**src/rtl/mem_io_responder_pkg.sv**
```systemverilog
// Shared constants for the memory/IO responder: IO register map, FSM states and
// read-source encodings.
package mem_io_responder_pkg;

   localparam logic [17:0] IoDataAddr = 18'h30000;
   localparam logic [17:0] IoCntAddr  = 18'h30004;

   typedef enum logic [1:0] {
      StRun,
      StDrain,
      StDone
   } state_e;

   typedef enum logic [1:0] {
      SrcRam,
      SrcRx,
      SrcCnt,
      SrcZero
   } rd_src_e;

   function automatic logic [7:0] snap_byte(input logic [31:0] v, input logic [1:0] idx);
      case (idx)
         2'd0:    return v[7:0];
         2'd1:    return v[15:8];
         2'd2:    return v[23:16];
         default: return v[31:24];
      endcase
   endfunction

endpackage

```
**src/rtl/mem_io_responder_tx_fifo.sv**
```systemverilog
// Byte FIFO for the UART transmit path; pushes to a full FIFO are dropped.
module mem_io_responder_tx_fifo #(
   parameter int unsigned DEPTH = 8,
   localparam int unsigned AW = $clog2(DEPTH)
) (
   input  logic        clk,
   input  logic        rst,
   input  logic        push,
   input  logic [7:0]  push_data,
   input  logic        pop,
   output logic [7:0]  head,
   output logic        full,
   output logic        empty,
   output logic [AW:0] count
);

   localparam logic [AW:0] FullCount = (AW + 1)'(DEPTH);

   logic [7:0]    mem_q [DEPTH];
   logic [AW-1:0] wr_ptr_q, rd_ptr_q;
   logic [AW:0]   cnt_q;
   logic          do_push, do_pop;

   assign full    = (cnt_q == FullCount);
   assign empty   = (cnt_q == '0);
   assign count   = cnt_q;
   assign head    = mem_q[rd_ptr_q];
   assign do_push = push & ~full;
   assign do_pop  = pop & ~empty;

   always_ff @(posedge clk) begin
      if (rst) begin
         wr_ptr_q <= '0;
         rd_ptr_q <= '0;
         cnt_q    <= '0;
      end else begin
         // Pointers wrap naturally because DEPTH is a power of two.
         if (do_push) wr_ptr_q <= wr_ptr_q + 1'b1;
         if (do_pop)  rd_ptr_q <= rd_ptr_q + 1'b1;
         case ({do_push, do_pop})
            2'b10:   cnt_q <= cnt_q + 1'b1;
            2'b01:   cnt_q <= cnt_q - 1'b1;
            default: ;
         endcase
      end
   end

   always_ff @(posedge clk) begin
      if (do_push) mem_q[wr_ptr_q] <= push_data;
   end

endmodule

```
**src/rtl/mem_io_responder.sv**
```systemverilog
// CPU memory responder: routes byte accesses to RAM or to a small IO map holding a
// UART RX/TX data port, a cycle counter snapshot and a program-stop register.
module mem_io_responder
   import mem_io_responder_pkg::*;
#(
   parameter int unsigned TX_DEPTH = 8,
   parameter int unsigned RAM_AW   = 17
) (
   input  logic              clk_in,
   input  logic              rst_in,
   input  logic [31:0]       mem_a,
   input  logic [7:0]        mem_dout,
   input  logic              mem_wr,
   output logic [7:0]        mem_din,
   output logic              io_buffer_full,
   output logic [RAM_AW-1:0] ram_a,
   output logic              ram_we,
   output logic [7:0]        ram_wdata,
   input  logic [7:0]        ram_rdata,
   input  logic [7:0]        rx_data,
   input  logic              rx_valid,
   output logic              rx_pop,
   output logic [7:0]        tx_data,
   output logic              tx_valid,
   input  logic              tx_ready,
   output logic              program_finish
);

   localparam int unsigned CW = $clog2(TX_DEPTH) + 1;
   localparam logic [CW-1:0] NearFull = CW'(TX_DEPTH - 2);

   logic          is_io, io_rd, io_wr, hit_data, hit_cnt, hit_stop;
   logic          push, pop, go_drain, overflow_q;
   logic [7:0]    push_data;
   logic          fifo_full, fifo_empty;
   logic [CW-1:0] fifo_count;
   logic [31:0]   cnt_q, snap_q;
   logic [7:0]    io_byte_q;
   rd_src_e       src_q;
   state_e        state_q;
   logic          unused_addr;

   assign unused_addr = ^mem_a[31:18];

   assign is_io    = (mem_a[17:16] == 2'b11);
   assign io_rd    = is_io & ~mem_wr;
   assign io_wr    = is_io & mem_wr;
   assign hit_data = (mem_a[17:0] == IoDataAddr);
   assign hit_cnt  = (mem_a[17:2] == IoCntAddr[17:2]);
   assign hit_stop = (mem_a[17:0] == IoCntAddr);

   assign ram_a     = mem_a[RAM_AW-1:0];
   assign ram_wdata = mem_dout;
   assign ram_we    = mem_wr & ~is_io;
   // The RX byte is consumed in the same cycle it is sampled into io_byte_q.
   assign rx_pop    = ~rst_in & io_rd & hit_data & rx_valid;

   always_ff @(posedge clk_in) begin
      if (rst_in) cnt_q <= '0;
      else        cnt_q <= cnt_q + 32'd1;
   end

   // Read path: source select and IO byte registered, RAM data arrives one cycle later.
   always_ff @(posedge clk_in) begin
      if (rst_in) begin
         src_q     <= SrcZero;
         io_byte_q <= 8'h00;
         snap_q    <= '0;
      end else begin
         io_byte_q <= 8'h00;
         if (!is_io) begin
            src_q <= mem_wr ? SrcZero : SrcRam;
         end else if (mem_wr) begin
            src_q <= SrcZero;
         end else if (hit_data) begin
            src_q     <= SrcRx;
            io_byte_q <= rx_valid ? rx_data : 8'h00;
         end else if (hit_cnt) begin
            src_q <= SrcCnt;
            if (mem_a[1:0] == 2'd0) begin
               snap_q    <= cnt_q;
               io_byte_q <= cnt_q[7:0];
            end else begin
               io_byte_q <= snap_byte(snap_q, mem_a[1:0]);
            end
         end else begin
            src_q <= SrcZero;
         end
      end
   end

   always_comb begin
      mem_din = 8'h00;
      case (src_q)
         SrcRam:        mem_din = ram_rdata;
         SrcRx, SrcCnt: mem_din = io_byte_q;
         default:       ;
      endcase
   end

   // Only RUN accepts IO writes; the stop write queues a 0x00 marker.
   always_comb begin
      push      = 1'b0;
      push_data = mem_dout;
      go_drain  = 1'b0;
      if (state_q == StRun && io_wr) begin
         if (hit_data && mem_dout != 8'h00) begin
            push = 1'b1;
         end else if (hit_stop) begin
            push      = 1'b1;
            push_data = 8'h00;
            go_drain  = 1'b1;
         end
      end
   end

   assign tx_valid       = ~fifo_empty;
   assign pop            = tx_valid & tx_ready;
   assign io_buffer_full = (fifo_count >= NearFull);

   always_ff @(posedge clk_in) begin
      if (rst_in) overflow_q <= 1'b0;
      else if (push && fifo_full) overflow_q <= 1'b1;
   end

   always_ff @(posedge clk_in) begin
      if (rst_in) begin
         state_q        <= StRun;
         program_finish <= 1'b0;
      end else begin
         case (state_q)
            StRun: if (go_drain) state_q <= StDrain;
            StDrain: begin
               if (fifo_empty) begin
                  state_q        <= StDone;
                  program_finish <= 1'b1;
               end
            end
            StDone:  program_finish <= 1'b1;
            default: state_q <= StRun;
         endcase
      end
   end

   mem_io_responder_tx_fifo #(
      .DEPTH(TX_DEPTH)
   ) tx_fifo (
      .clk      (clk_in),
      .rst      (rst_in),
      .push     (push),
      .push_data(push_data),
      .pop      (pop),
      .head     (tx_data),
      .full     (fifo_full),
      .empty    (fifo_empty),
      .count    (fifo_count)
   );

endmodule

```
**config.mk**
```make
export PLATFORM = sky130hd
export DESIGN_NAME = mem_io_responder
export DESIGN_NICKNAME = d
export VERILOG_FILES = /design/src/rtl/mem_io_responder_pkg.sv /design/src/rtl/mem_io_responder_tx_fifo.sv /design/src/rtl/mem_io_responder.sv
export SDC_FILE = /design/constraint.sdc
export NUM_CORES = 1
export LEC_CHECK = 0
export CAP_MARGIN = 20
export CORE_ASPECT_RATIO = 0.8
export CORE_MARGIN = 1.5
export CORE_UTILIZATION = 35
export DETAILED_ROUTE_END_ITERATION = 7
export HOLD_SLACK_MARGIN = 0.1
export MAX_ROUTING_LAYER = met4
export PLACE_DENSITY_LB_ADDON = 0.08
export SYNTH_ARGS = -nofsm -noshare
export SYNTH_HDL_FRONTEND = slang
export SYNTH_SLANG_ARGS = --single-unit
```
**constraint.sdc**
```tcl
create_clock -name clk_in -period 3.1 [get_ports clk_in]
set_clock_uncertainty 0.1 [all_clocks]
set_input_delay 0.31 -clock clk_in [delete_from_list [all_inputs] [get_ports clk_in]]
set_output_delay 0.31 -clock clk_in [all_outputs]
set_load 0.03 [all_outputs]
```
### Word-level counts from Yosys, hierarchy flattened

Memories as Yosys holds them, arrays and structs flattened. A register that Yosys moved wholly into a read port is not among the register bits.
Cells that the tools add are included.

* add/subtract/negate cells: 5
* $mul: 0
* div/mod/pow operators: 0
* magnitude comparators: 1
* eq/ne operators: 15
* shift-type cells: 0
* multiplexer cells: 29
* bitwise logic cells: 16
* reductions and logical operators: 14

Operator list (number)
* two-way mux 8 bit: 7
* == test 18 bit, second input constant: 2
* adder 32 x 1 -> 32 bit, second input constant: 1
* case mux 8 bit (2 select lines): 2
* == test 16 bit, second input constant: 1
* two-way mux 2 bit: 6
* == test 2 bit, second input constant: 5
* AND 1 bit: 9
* two-way mux 1 bit: 9
* == test 2 x 1 -> 1 bit, second input constant: 4
* case mux 4 bit (2 select lines): 1
* nonzero test 8 bit: 1
* NOT 1 bit: 7
* adder 3 x 1 -> 3 bit, second input constant: 2
* logical NOT 2 bit: 3
* two-way mux 3 bit: 2
* case mux 2 bit (3 select lines): 1
* AND reduction 5 bit: 1
* adder 4 x 1 -> 4 bit, second input constant: 1
* == test 4 bit, second input constant: 1
* greater-or-equal comparator 4 x 3 -> 1 bit, second input constant: 1
* logical NOT 4 bit: 1
* nonzero test 2 bit: 2
* subtractor 4 x 1 -> 4 bit, second input constant: 1
* other kinds (8): 9

* register bits: 87
* bits in latches: 0
* memory bits (writable): 64
* bits in read-only memories: 0
* bits of input ports: 61
* output and inout bits: 46
* word-level logic and storage cells: 90
* memories kept: 1

Memories
* tx_fifo.mem_q: depth 8, width 8, rd ports 1, clocked after Yosys merged registers in 1, wr ports 1, RTL line mem_io_responder_tx_fifo.sv:19 `logic [7:0] mem_q [DEPTH];`

### Depth between registers and ports, before layout

* depth after elaboration: 7
* mapped depth: 15
* mapped depth without buffers: 13

### Cells and area by module

A second synthesis with hierarchy kept.

* cells, all modules: 613
* area, all modules: 6842.8 sq um

Modules (own cells, without submodules)
* mem_io_responder: instances 1, cells each 446, area an instance 3691.0 sq um
* mem_io_responder_tx_fifo: instances 1, cells each 167, area an instance 3151.8 sq um

### Least setup slack after synthesis

OpenSTA, ideal clock, no wires.

* path type: input -> register
* start: in mem_a[0]
* end: reg tx_fifo.cnt_q[2] (netlist: tx_fifo.count[2])
* data arrival time: 2.676 ns
* data required time: 2.930 ns
* setup slack: 0.254 ns
* stages: 15
* buffers on the path: 2
* path through: inv_1 -> ha_1 -> buf_2 -> nor3b_1 -> nand4_1 -> o2bb2ai_1 -> nand2_1 -> buf_6 -> ha_1 -> xor2_1 -> ha_1 -> a21oi_1 -> xor2_1 -> or3_1 -> a21oi_1

* word-level cells in the longest chain between the ends: 7
* elaborated cells on any way between the ends: 11
* classes of those cells: 4 x eq/ne; 4 x mux; 1 x bitwise; 2 x reduce/logical

RTL lines
* start, declared: RTL line mem_io_responder.sv:11 `input logic [31:0] mem_a,`
* == test 18 bit (on tied branches): RTL line mem_io_responder.sv:50, mem_io_responder.sv:48
* two-way mux 1 bit or logical AND 1 bit (tied branches): RTL line mem_io_responder.sv:109, mem_io_responder.sv:107
* two-way mux 1 bit (*): RTL line mem_io_responder.sv:107 `if (hit_data && mem_dout != 8'h00) begin`
* two-way mux 1 bit (*): RTL line mem_io_responder.sv:106 `if (state_q == StRun && io_wr) begin`
* AND 1 bit (*): RTL line mem_io_responder_tx_fifo.sv:28 `assign do_push = push & ~full;`
* == test 2 x 1 -> 1 bit or == test 2 bit (tied branches): RTL line mem_io_responder_tx_fifo.sv:40 `case ({do_push, do_pop})`
* case mux 4 bit (2 select lines) or nonzero test 2 bit (tied branches)
* end signal, assigned: RTL line mem_io_responder_tx_fifo.sv:41 `2'b10: cnt_q <= cnt_q + 1'b1;`
* end signal, assigned: RTL line mem_io_responder_tx_fifo.sv:42 `2'b01: cnt_q <= cnt_q - 1'b1;`
* end, declared: RTL line mem_io_responder_tx_fifo.sv:21 `logic [AW:0] cnt_q;`

Every way passes the cells marked *; elsewhere a longest branch is shown, timed or not.
A chain may end at the register's enable or synchronous reset.

==> impl_metrics.tcl <==
set metrics [dict create \
    status "finished, final reports clean" \
    irDropWorstVdd_uv 293 \
    finalSetupViolations 0 \
    worst-setup-path-type "reg -> out" \
    vias 4712 \
    end_kind "output pin" \
    final_common_cell "clkdlybuf4s50_1" \
    path_clk_slew_ps 60 \
    clock_path_buffers 2 \
    min_period_ps 2910 \
    grt_pass1_wl_mm 25.7 \
    routed_via_density 4.95 \
    yosysTopAreaCell "edfxtp_1" \
    numCtsBuffers 17 \
    drv_cap 0 \
    fin_ws_ps 188 \
    yosys.area_share.simple 0.174 \
    min-delay-start "program_finish" \
    syn-num-nets 666 \
    synth-xor-area-share 0.0410 \
    synth_warnings 0 \
    cpPeakStageDelay_ps 620 \
    grt_max_degree 75 \
    fmax_ghz 0.343 \
    drc 0 \
    drtPass1Iterations 5 \
    routabilityCongestion 0.778 \
    netlist_top_cells_area "edfxtp_1 (29%), dfxtp_1 (25%), mux4_2 (5.4%)" \
    die_h_um 126 \
    r2r_start "state_q[1]" \
    p_leak_nw 2.75 \
    synth_top_area_frac 0.290 \
    antenna_left 0 \
    hold_buffers 0 \
    path_cells "buf_4 > mux4_2 > mux2_2 > clkdlybuf4s50_1" \
    tns_ps 0 \
    cellPowerDensity_nw_per_um2 493 \
    post-route-period-util 0.939 \
    grt_pass1_vias 4676 \
    crit_buf_inv 2 \
    relSlewSlack 0.458 \
    crit_fanout 16 \
    clk_latency_ps 420 \
    core-area_um2 18300 \
    synth_fa_ha_area_frac 0.0208 \
    synth-compound-area-share 0.0887 \
    hold_class "reg -> reg" \
    syn_inst 594 \
    num_rows 44 \
    num-nets-final 757 \
    grt_usage 0.178 \
    hold_viol 0 \
    worstPathArrival_ps 2500 \
    wire_per_inst_um 16.7 \
    maxSlewViolCount 0 \
    syn_avg_cell_area_um2 11.1 \
    die_area_um2 19700 \
    grt_overflow 0 \
    cp_slowest_cell "clkdlybuf4s50_1" \
    cts-root-buf "clkbuf_16" \
    port_buffers 92 \
    boundaryPins 107 \
    cp.required_ps 2690 \
    layout_common_cells "clkdlybuf4s50_1 (90), dfxtp_1 (82), edfxtp_1 (64), nand2_1 (57), nor2_1 (54)" \
    synthesis.area_um2 6620 \
    clock-sinks 146 \
    tritoncts "done" \
    hpwl_mm 11.3 \
    drt-total-wl_mm 15.9 \
    synth_top_family_by_area "simple AND/OR/NAND/NOR gates" \
    ys_seq_elements 146 \
    num_antenna_cells 0 \
    start_util 0.361 \
    pre_cts_slack_ps -161 \
    fp.dieW_um 157 \
    drive_gt1_frac 0.169 \
    path_delay_family "buffers and inverters" \
    ctsHtreeMaxLevel 4 \
    synth-seq-area-share 0.538 \
    grt_antenna_before_repair 0 \
    cp-start-kind "flop" \
    syn_to_final_growth_pct 25.5 \
    muxShareOfSynthArea 0.0728 \
    dr.first_iter.drc_count 326 \
    worstMarginPinSlew_ps 813 \
    synth_cell_types 48 \
]
==> flip-flops by register name, summed over array words and instances, names as in the netlist, named ones only <==
signal / cells
tx_fifo.rd_ptr_q: 3
tx_fifo.count: 4
program_finish: 1
tx_fifo.mem_q: 64
state_q: 2
cnt_q: 32
tx_fifo.wr_ptr_q: 3
snap_q: 24
src_q: 2
io_byte_q: 8
==> layout make-up <==
type | instances | area, um2
well taps | 253 | 317
clock inverters | 12 | 86.3
clock buffers | 20 | 437
multi-input cells | 374 | 2640
fillers | 1723 | 10000
repair buffers | 131 | 1210
flip-flops and latches | 146 | 3560
inverters | 15 | 56.3
==> stage by stage <==
stage | std cells | hold slack [ps] | total power, mW | cell area, um2 | util
floorplan | 594 | 310 | 2.20 | 6620 | -
global placement | 919 | 343 | 2.32 | 7770 | 0.424
detailed placement | 919 | 344 | 2.32 | 7770 | 0.424
global route | 951 | 360 | 4.25 | 8300 | 0.453
CTS | 951 | 340 | 4.14 | 8300 | 0.453
finish | 951 | 347 | 4.09 | 8300 | 0.453
==> repair_timing <==
| action | in CTS | in global routing |
|---|---|---|
| gates resized for setup | 0 | 1 |
| setup endpoints to repair | 0 | 1 |
| buffers inserted | 0 | 0 |
==> power by group <==
part	switching (mW)	internal, mW
logic	0.144	0.121
clock network	0.789	1.02
registers	0.00715	2.01
total	0.941	3.15
==> worst reg2reg max path: cells and delay by family (launching register included) <==
kind / cells / cell delay [ps]
AND/OR/NAND/NOR: 3 / 970
AO/OA/AOI/OAI: 3 / 440
adder cells (fa/ha/maj): 2 / 390
flip-flops: 1 / 330
XOR/XNOR: 2 / 250
==> routing by layer <==
metal,global-route usage,part of all wire,vias to the layer above
met2,0.250,0.43,129
met3,0.0420,0.054,10
met4,0.0448,0.0069,0
met5,-,0,-
li1,-,-,2309
met1,0.256,0.51,2264
==> final timing paths <==
check                          end  slack, ps  cells past startpoint
setup / recovery        tx_data[6]        190                      4
hold / removal      program_finish        350                      2
setup reg to reg  tx_fifo.count[2]        560                     10
hold reg to reg     program_finish        350                      2
==> Yosys cell counts (all sizes together) <==
cell type	number
mux4	16
edfxtp	64
nand3	15
or3	6
a21o	2
dfxtp	82
dlygate4sd1	1
xor2	12
a211oi	9
or4	1
and3	1
nand4	10
o21ai	7
nor3b	1
a22oi	16
or4b	1
and4b	1
nor3	13
mux2	9
clkbuf	13
mux2i	2
nand2	64
nand4b	1
nor4b	4
nor4	16
nor2b	3
nor2	54
a41o	1
nand3b	2
a21oi	45
o21bai	1
inv	15
nand2b	5
xnor2	19
buf	45
o2bb2ai	9
ha	11
and2	9
a311oi	1
and4	7
==> cells by family after synthesis <==
group                      count (synthesis)
AOI/OAI and AO/OA                         91
adders and majority gates                 11
and+or+nand+nor                          214
xor gates and xnor gates                  31
muxes                                     27
DFF                                      146
buffers and inverters                     74
Power figures use the tool's default switching activity.
